**config.mk**
```make
export PLATFORM = sky130hd
export DESIGN_NAME = alu_trace_buffer_flat
export DESIGN_NICKNAME = d
export VERILOG_FILES = /design/src/rtl/alu_trace_buffer_if.sv /design/src/rtl/alu_trace_buffer.sv /design/src/flat_wrapper.sv
export SDC_FILE = /design/constraint.sdc
export NUM_CORES = 1
export LEC_CHECK = 0
export BUFFER_PORTS_ARGS = -buffer_cell sky130_fd_sc_hd__buf_2
export CAP_MARGIN = 30
export CORE_ASPECT_RATIO = 1.75
export CORE_MARGIN = 2
export CORE_UTILIZATION = 56
export CTS_CLUSTER_DIAMETER = 200
export CTS_CLUSTER_SIZE = 40
export DETAILED_ROUTE_END_ITERATION = 12
export PLACE_DENSITY = 0.83
export SYNTH_ARGS = -nofsm -noshare
export SYNTH_HDL_FRONTEND = slang
export SYNTH_SLANG_ARGS = --single-unit
```
**constraint.sdc**
```tcl
create_clock -name clk -period 26 [get_ports clk]
set_clock_uncertainty 0.15 [all_clocks]
set_input_delay 3.9 -clock clk [delete_from_list [all_inputs] [get_ports clk]]
set_output_delay 3.9 -clock clk [all_outputs]
set_load 0.01 [all_outputs]
```
**src/rtl/alu_trace_buffer_if.sv**
```systemverilog
// Capture, read and status signals of the ALU trace buffer.
// The slave modport is the buffer; the master modport is the ALU tap and consumer side.
interface alu_trace_buffer_if #(
  parameter int unsigned DEPTH = 8,
  parameter int unsigned SEQ_W = 16
);
  logic                     clear;
  logic                     cap_en;
  logic [3:0]               alu_op;
  logic [31:0]              in_a;
  logic [31:0]              in_b;
  logic [31:0]              result;
  logic                     zero;

  logic                     rd_valid;
  logic                     rd_ready;
  logic [3:0]               rd_alu_op;
  logic [31:0]              rd_in_a;
  logic [31:0]              rd_in_b;
  logic [31:0]              rd_result;
  logic                     rd_zero;
  logic                     rd_zero_err;
  logic [SEQ_W-1:0]         rd_seq;

  logic [$clog2(DEPTH):0]   count;
  logic                     full;
  logic                     empty;
  logic [SEQ_W-1:0]         drop_cnt;

  modport slave (
    input  clear, cap_en, alu_op, in_a, in_b, result, zero, rd_ready,
    output rd_valid, rd_alu_op, rd_in_a, rd_in_b, rd_result, rd_zero, rd_zero_err, rd_seq,
    output count, full, empty, drop_cnt
  );

  modport master (
    output clear, cap_en, alu_op, in_a, in_b, result, zero, rd_ready,
    input  rd_valid, rd_alu_op, rd_in_a, rd_in_b, rd_result, rd_zero, rd_zero_err, rd_seq,
    input  count, full, empty, drop_cnt
  );
endinterface

```
**src/rtl/alu_trace_buffer.sv**
```systemverilog
// FIFO trace of sampled ALU operations with sequence numbering, drop counting and a
// zero-flag consistency check; first-word-fall-through read port.
module alu_trace_buffer #(
  parameter int unsigned DEPTH = 8,
  parameter int unsigned SEQ_W = 16
) (
  input logic               clk,
  input logic               reset,
  alu_trace_buffer_if.slave bus
);
  localparam int unsigned AW = $clog2(DEPTH);
  localparam int unsigned CW = AW + 1;

  typedef struct packed {
    logic [3:0]       alu_op;
    logic [31:0]      in_a;
    logic [31:0]      in_b;
    logic [31:0]      result;
    logic             zero;
    logic             zero_err;
    logic [SEQ_W-1:0] seq;
  } entry_t;

  entry_t           mem [DEPTH];
  entry_t           new_entry;
  entry_t           head;
  logic [AW-1:0]    wr_ptr_q, rd_ptr_q;
  logic [CW-1:0]    count_q;
  logic [SEQ_W-1:0] seq_q;
  logic [SEQ_W-1:0] drop_q;
  logic             full, empty, pop, push, drop, active;

  // Clear and reset both suppress any same-cycle push, pop or drop.
  assign active = !reset && !bus.clear;
  assign full   = (count_q == CW'(DEPTH));
  assign empty  = (count_q == '0);
  assign pop    = active && !empty && bus.rd_ready;
  assign push   = active && bus.cap_en && (!full || pop);
  assign drop   = active && bus.cap_en && full && !pop;

  always_comb begin
    new_entry          = '0;
    new_entry.alu_op   = bus.alu_op;
    new_entry.in_a     = bus.in_a;
    new_entry.in_b     = bus.in_b;
    new_entry.result   = bus.result;
    new_entry.zero     = bus.zero;
    new_entry.zero_err = bus.zero ^ (bus.result == 32'h0);
    new_entry.seq      = seq_q;
  end

  always_ff @(posedge clk) begin
    if (push) mem[wr_ptr_q] <= new_entry;
  end

  always_ff @(posedge clk) begin
    if (reset || bus.clear) begin
      wr_ptr_q <= '0;
      rd_ptr_q <= '0;
      count_q  <= '0;
      seq_q    <= '0;
      drop_q   <= '0;
    end else begin
      if (push) wr_ptr_q <= wr_ptr_q + AW'(1);
      if (pop)  rd_ptr_q <= rd_ptr_q + AW'(1);
      if (push && !pop)      count_q <= count_q + CW'(1);
      else if (pop && !push) count_q <= count_q - CW'(1);
      // Sequence advances on every sample, kept or dropped.
      if (bus.cap_en) seq_q <= seq_q + SEQ_W'(1);
      if (drop && (drop_q != '1)) drop_q <= drop_q + SEQ_W'(1);
    end
  end

  assign head            = mem[rd_ptr_q];
  assign bus.rd_valid    = !empty;
  assign bus.rd_alu_op   = head.alu_op;
  assign bus.rd_in_a     = head.in_a;
  assign bus.rd_in_b     = head.in_b;
  assign bus.rd_result   = head.result;
  assign bus.rd_zero     = head.zero;
  assign bus.rd_zero_err = head.zero_err;
  assign bus.rd_seq      = head.seq;
  assign bus.count       = count_q;
  assign bus.full        = full;
  assign bus.empty       = empty;
  assign bus.drop_cnt    = drop_q;
endmodule

```
**src/flat_wrapper.sv**
```systemverilog
// flat-port wrapper written by rule: the top's interface ports become plain ports
module alu_trace_buffer_flat 
#(
  parameter int unsigned DEPTH = 8,
  parameter int unsigned SEQ_W = 16
)
  (clk, reset, bus_clear, bus_cap_en, bus_alu_op, bus_in_a, bus_in_b, bus_result, bus_zero, bus_rd_ready, bus_rd_valid, bus_rd_alu_op, bus_rd_in_a, bus_rd_in_b, bus_rd_result, bus_rd_zero, bus_rd_zero_err, bus_rd_seq, bus_count, bus_full, bus_empty, bus_drop_cnt);
  alu_trace_buffer_if #(.DEPTH(DEPTH), .SEQ_W(SEQ_W)) bus_i ();
  input logic clk;
  input logic reset;
  input wire logic [$bits(bus_i.clear)-1:0] bus_clear;
  input wire logic [$bits(bus_i.cap_en)-1:0] bus_cap_en;
  input wire logic [$bits(bus_i.alu_op)-1:0] bus_alu_op;
  input wire logic [$bits(bus_i.in_a)-1:0] bus_in_a;
  input wire logic [$bits(bus_i.in_b)-1:0] bus_in_b;
  input wire logic [$bits(bus_i.result)-1:0] bus_result;
  input wire logic [$bits(bus_i.zero)-1:0] bus_zero;
  input wire logic [$bits(bus_i.rd_ready)-1:0] bus_rd_ready;
  output wire logic [$bits(bus_i.rd_valid)-1:0] bus_rd_valid;
  output wire logic [$bits(bus_i.rd_alu_op)-1:0] bus_rd_alu_op;
  output wire logic [$bits(bus_i.rd_in_a)-1:0] bus_rd_in_a;
  output wire logic [$bits(bus_i.rd_in_b)-1:0] bus_rd_in_b;
  output wire logic [$bits(bus_i.rd_result)-1:0] bus_rd_result;
  output wire logic [$bits(bus_i.rd_zero)-1:0] bus_rd_zero;
  output wire logic [$bits(bus_i.rd_zero_err)-1:0] bus_rd_zero_err;
  output wire logic [$bits(bus_i.rd_seq)-1:0] bus_rd_seq;
  output wire logic [$bits(bus_i.count)-1:0] bus_count;
  output wire logic [$bits(bus_i.full)-1:0] bus_full;
  output wire logic [$bits(bus_i.empty)-1:0] bus_empty;
  output wire logic [$bits(bus_i.drop_cnt)-1:0] bus_drop_cnt;
  assign bus_i.clear = bus_clear;
  assign bus_i.cap_en = bus_cap_en;
  assign bus_i.alu_op = bus_alu_op;
  assign bus_i.in_a = bus_in_a;
  assign bus_i.in_b = bus_in_b;
  assign bus_i.result = bus_result;
  assign bus_i.zero = bus_zero;
  assign bus_i.rd_ready = bus_rd_ready;
  assign bus_rd_valid = bus_i.rd_valid;
  assign bus_rd_alu_op = bus_i.rd_alu_op;
  assign bus_rd_in_a = bus_i.rd_in_a;
  assign bus_rd_in_b = bus_i.rd_in_b;
  assign bus_rd_result = bus_i.rd_result;
  assign bus_rd_zero = bus_i.rd_zero;
  assign bus_rd_zero_err = bus_i.rd_zero_err;
  assign bus_rd_seq = bus_i.rd_seq;
  assign bus_count = bus_i.count;
  assign bus_full = bus_i.full;
  assign bus_empty = bus_i.empty;
  assign bus_drop_cnt = bus_i.drop_cnt;
  alu_trace_buffer #(.DEPTH(DEPTH), .SEQ_W(SEQ_W)) u_core (.clk(clk), .reset(reset), .bus(bus_i));
endmodule
```
==> results.json <==
{
  "syn_nets": 1731,
  "std_cell_rows": 125,
  "post-dp-hpwl_um": 39100,
  "ys_ff_latch": 989,
  "maxCapViolations": 0,
  "grt_pass1_wl_um": 108000,
  "floorplan.die_area_mm2": 0.0691,
  "status": "finished clean",
  "p_leak_uw": 0.0122,
  "startpoint_type": "flop",
  "grt_max_degree": 123,
  "synthCells": 1617,
  "via_count": 16800,
  "htreeDepth": 1,
  "firstDrtPassIters": 5,
  "nNetsFinal": 1952,
  "wl_um": 73100,
  "antenna_found_initial": 19,
  "worstSetupEndpointType": "output pin",
  "clk_pin_slew_worst_paths_ns": 0.13,
  "whs_endpoint": "u_core.bus.drop_cnt[15]",
  "critPathArrivalTime_ns": 4.10,
  "setup_viol": 0,
  "crit_type": "reg -> out",
  "overflow": 0,
  "io_pins": 247,
  "power.density_mw_per_mm2": 60.3,
  "final-seq-area_mm2": 0.0293,
  "dieHeight_um": 346,
  "r2r-end": "u_core.bus.count[3]",
  "via_per_inst": 6.09,
  "fmax_mhz": 123,
  "hold_viol": 0,
  "cts_resized": 0,
  "syn_area_mm2": 0.0375,
  "drtIter0Drc": 1442,
  "period_share_pct": 31.4,
  "cts_sinks": 989,
  "antenna_left": 0,
  "synth_warnings": 0,
  "setup_ws_ns": 17.85,
  "slew-limit-headroom_pct": 29.3,
  "wl_per_cell_um": 26.6,
  "min_period_ns": 8.15,
  "ys_seq_area_share_pct": 78.1,
  "hold_start": "u_core.bus.drop_cnt[15]",
  "cts_buffer_depth": 3,
  "cp.required_ns": 21.95,
  "syn2layout_area_growth_pct": 8.53,
  "synth.distinct_cells": 40,
  "drv_slew": 0,
  "pre_cts_ws_ns": 18.37,
  "clock_latency_ns": 0.64,
  "placed_cell_area_mm2": 0.0399,
  "tritoncts": "yes",
  "ir_drop_uv": 46.1,
  "whs_path_depth": 2,
  "setup-tns-final_ns": 0,
  "track_usage_pct": 21.2,
  "rsz0062_at_grt": "false",
  "fillerInstances": 4524,
  "multiInputGateArea_mm2": 0.00791,
  "post_cts_buffers": 0,
  "numCtsBuffers": 28,
  "r2r_slack_ns": 22.97,
  "core-area_mm2": 0.0663,
  "root_buffer": "clkbuf_16",
  "final_area_mm2": 0.0407,
  "post-route-util_pct": 61.3,
  "worst_pin_slew_ns": 1.06,
  "dieWidth_um": 200,
  "path_max_fanout": 122,
  "drive_above_1_share_pct": 35.9,
  "min_path_type": "reg -> reg",
  "gp_congestion": 0.749,
  "drc": 0,
  "r2r_start": "u_core.bus.count[0]",
  "grt_pass1_vias": 17800,
  "power_uw": 2450,
  "start_util_pct": 56.5,
  "syn_avg_cell_area_um2": 23.2,
  "reg2reg_depth": 12,
  "numPortBuffers": 246,
  "cts_hold_buf": 0
}
-- per-layer routing --
layer | track usage, % | routed length (µm)
met2 | 35.9 | 38000
met3 | 3.47 | 4180
met1 | 28.6 | 29300
met4 | 5.71 | 1450
met5 | 0 | 131
-- metrics by stage --
| step | std cells | hold slack (ns) |
|---|---|---|
| 3_5_place_dp | 2697 | 0.346 |
| 5_1_grt | 2743 | 0.396 |
| 6_report | 2751 | 0.365 |
| 3_3_place_gp | 2694 | 0.333 |
| 4_1_cts | 2738 | 0.368 |
| 2_1_floorplan | 1617 | 0.320 |
-- worst max-delay path by stage --
stage / to / slack (ns) / cells past startpoint
after global placement: bus_rd_in_b[9] / 18.42 / 5
after global routing: bus_rd_result[24] / 17.45 / 5
after floorplan: u_core.mem[0][0] / 9.43 / 3
after detailed placement: bus_rd_in_a[7] / 18.37 / 5
after CTS: bus_rd_in_a[7] / 17.65 / 5
final: bus_rd_in_b[21] / 17.85 / 5
-- cell families (layout without fill, tap and decap cells) --
| family | count (synthesis) | in the layout | share of synthesized area [%] |
|---|---|---|---|
| adders and majority gates | 8 | 8 | 0.287 |
| DFF | 989 | 989 | 78.1 |
| AOI/OAI and AO/OA | 28 | 28 | 0.481 |
| and+or+nand+nor | 123 | 123 | 1.71 |
| xor gates and xnor gates | 29 | 29 | 0.678 |
| muxes | 358 | 358 | 17.8 |
| buffers and inverters | 82 | 314 | 0.958 |
| other | 0 | 13 | 0 |
-- power by group --
group	internal, µW	total (µW)	switching [µW]	leakage, µW
Clock	210	626	416	0.000377
Sequential	1740	1750	3.21	0.00876
Combinational	32.7	77.1	44.4	0.00306
Total	1990	2450	463	0.0122
-- sequential cells by signal, indices dropped and copies added, names as in the netlist, named ones only --
signal	count
u_core.wr_ptr_q	3
u_core.rd_ptr_q	3
u_core.mem	944
u_core.seq_q	16
u_core.bus.drop_cnt	16
u_core.bus.count	4
-- cell type report --
| type | instances | share of cell area, % |
|---|---|---|
| clock inverters | 1 | 0.0400 |
| multi-input cells | 546 | 19.5 |
| clock buffers | 40 | 1.89 |
| inverters | 8 | 0.0738 |
| flip-flops and latches | 989 | 71.9 |
| well taps | 889 | 2.73 |
| repair buffers | 265 | 3.78 |
| diodes | 13 | 0.0800 |
-- cells in the mapped netlist (all sizes together) --
master   number  share of area, %
edfxtp      944                76
mux4        236                14
mux2        118               3.5
dfxtp        45               2.4
nor2         39              0.39
buf          37              0.51
clkbuf       37              0.37
nand2        20              0.20
xor2         17              0.40
nand4        12              0.20
xnor2        12              0.28
a21oi        11              0.15
nor4         10              0.17
o21ai        10              0.13
inv           8             0.080
or3           8              0.13
ha            7              0.23
nand3         7             0.093
nor3          7             0.093
and3          4             0.067
and4          4             0.093
mux2i         4              0.11
o2111ai       3             0.070
or4           3             0.060
and2          2             0.033
nand2b        2             0.033
nor4b         2             0.087
o211ai        2             0.090
a21o          1             0.020
fa            1             0.053
nand3b        1             0.020
nor2b         1             0.017
o31ai         1             0.020
or2           1             0.017
-- layout by cell type (no fill, tap or decap), drive strengths merged, types with 2 or more instances in the layout --
cell type,n
a21oi,11
and2,2
and3,4
and4,4
buf,265
clkbuf,40
dfxtp,45
diode,13
edfxtp,944
ha,7
inv,8
mux2,118
mux2i,4
mux4,236
nand2,20
nand2b,2
nand3,7
nand4,12
nor2,39
nor3,7
nor4,10
nor4b,2
o2111ai,3
o211ai,2
o21ai,10
or3,8
or4,3
xnor2,12
xor2,17
-- critical path: stages (launching register included) --
cell	delay, ns
dfxtp_4	0.78
buf_4	0.66
buf_12	0.74
mux4_2	0.64
mux2_2	0.28
buf_2	0.14
No activity file was read; power rests on OpenSTA's default activity.
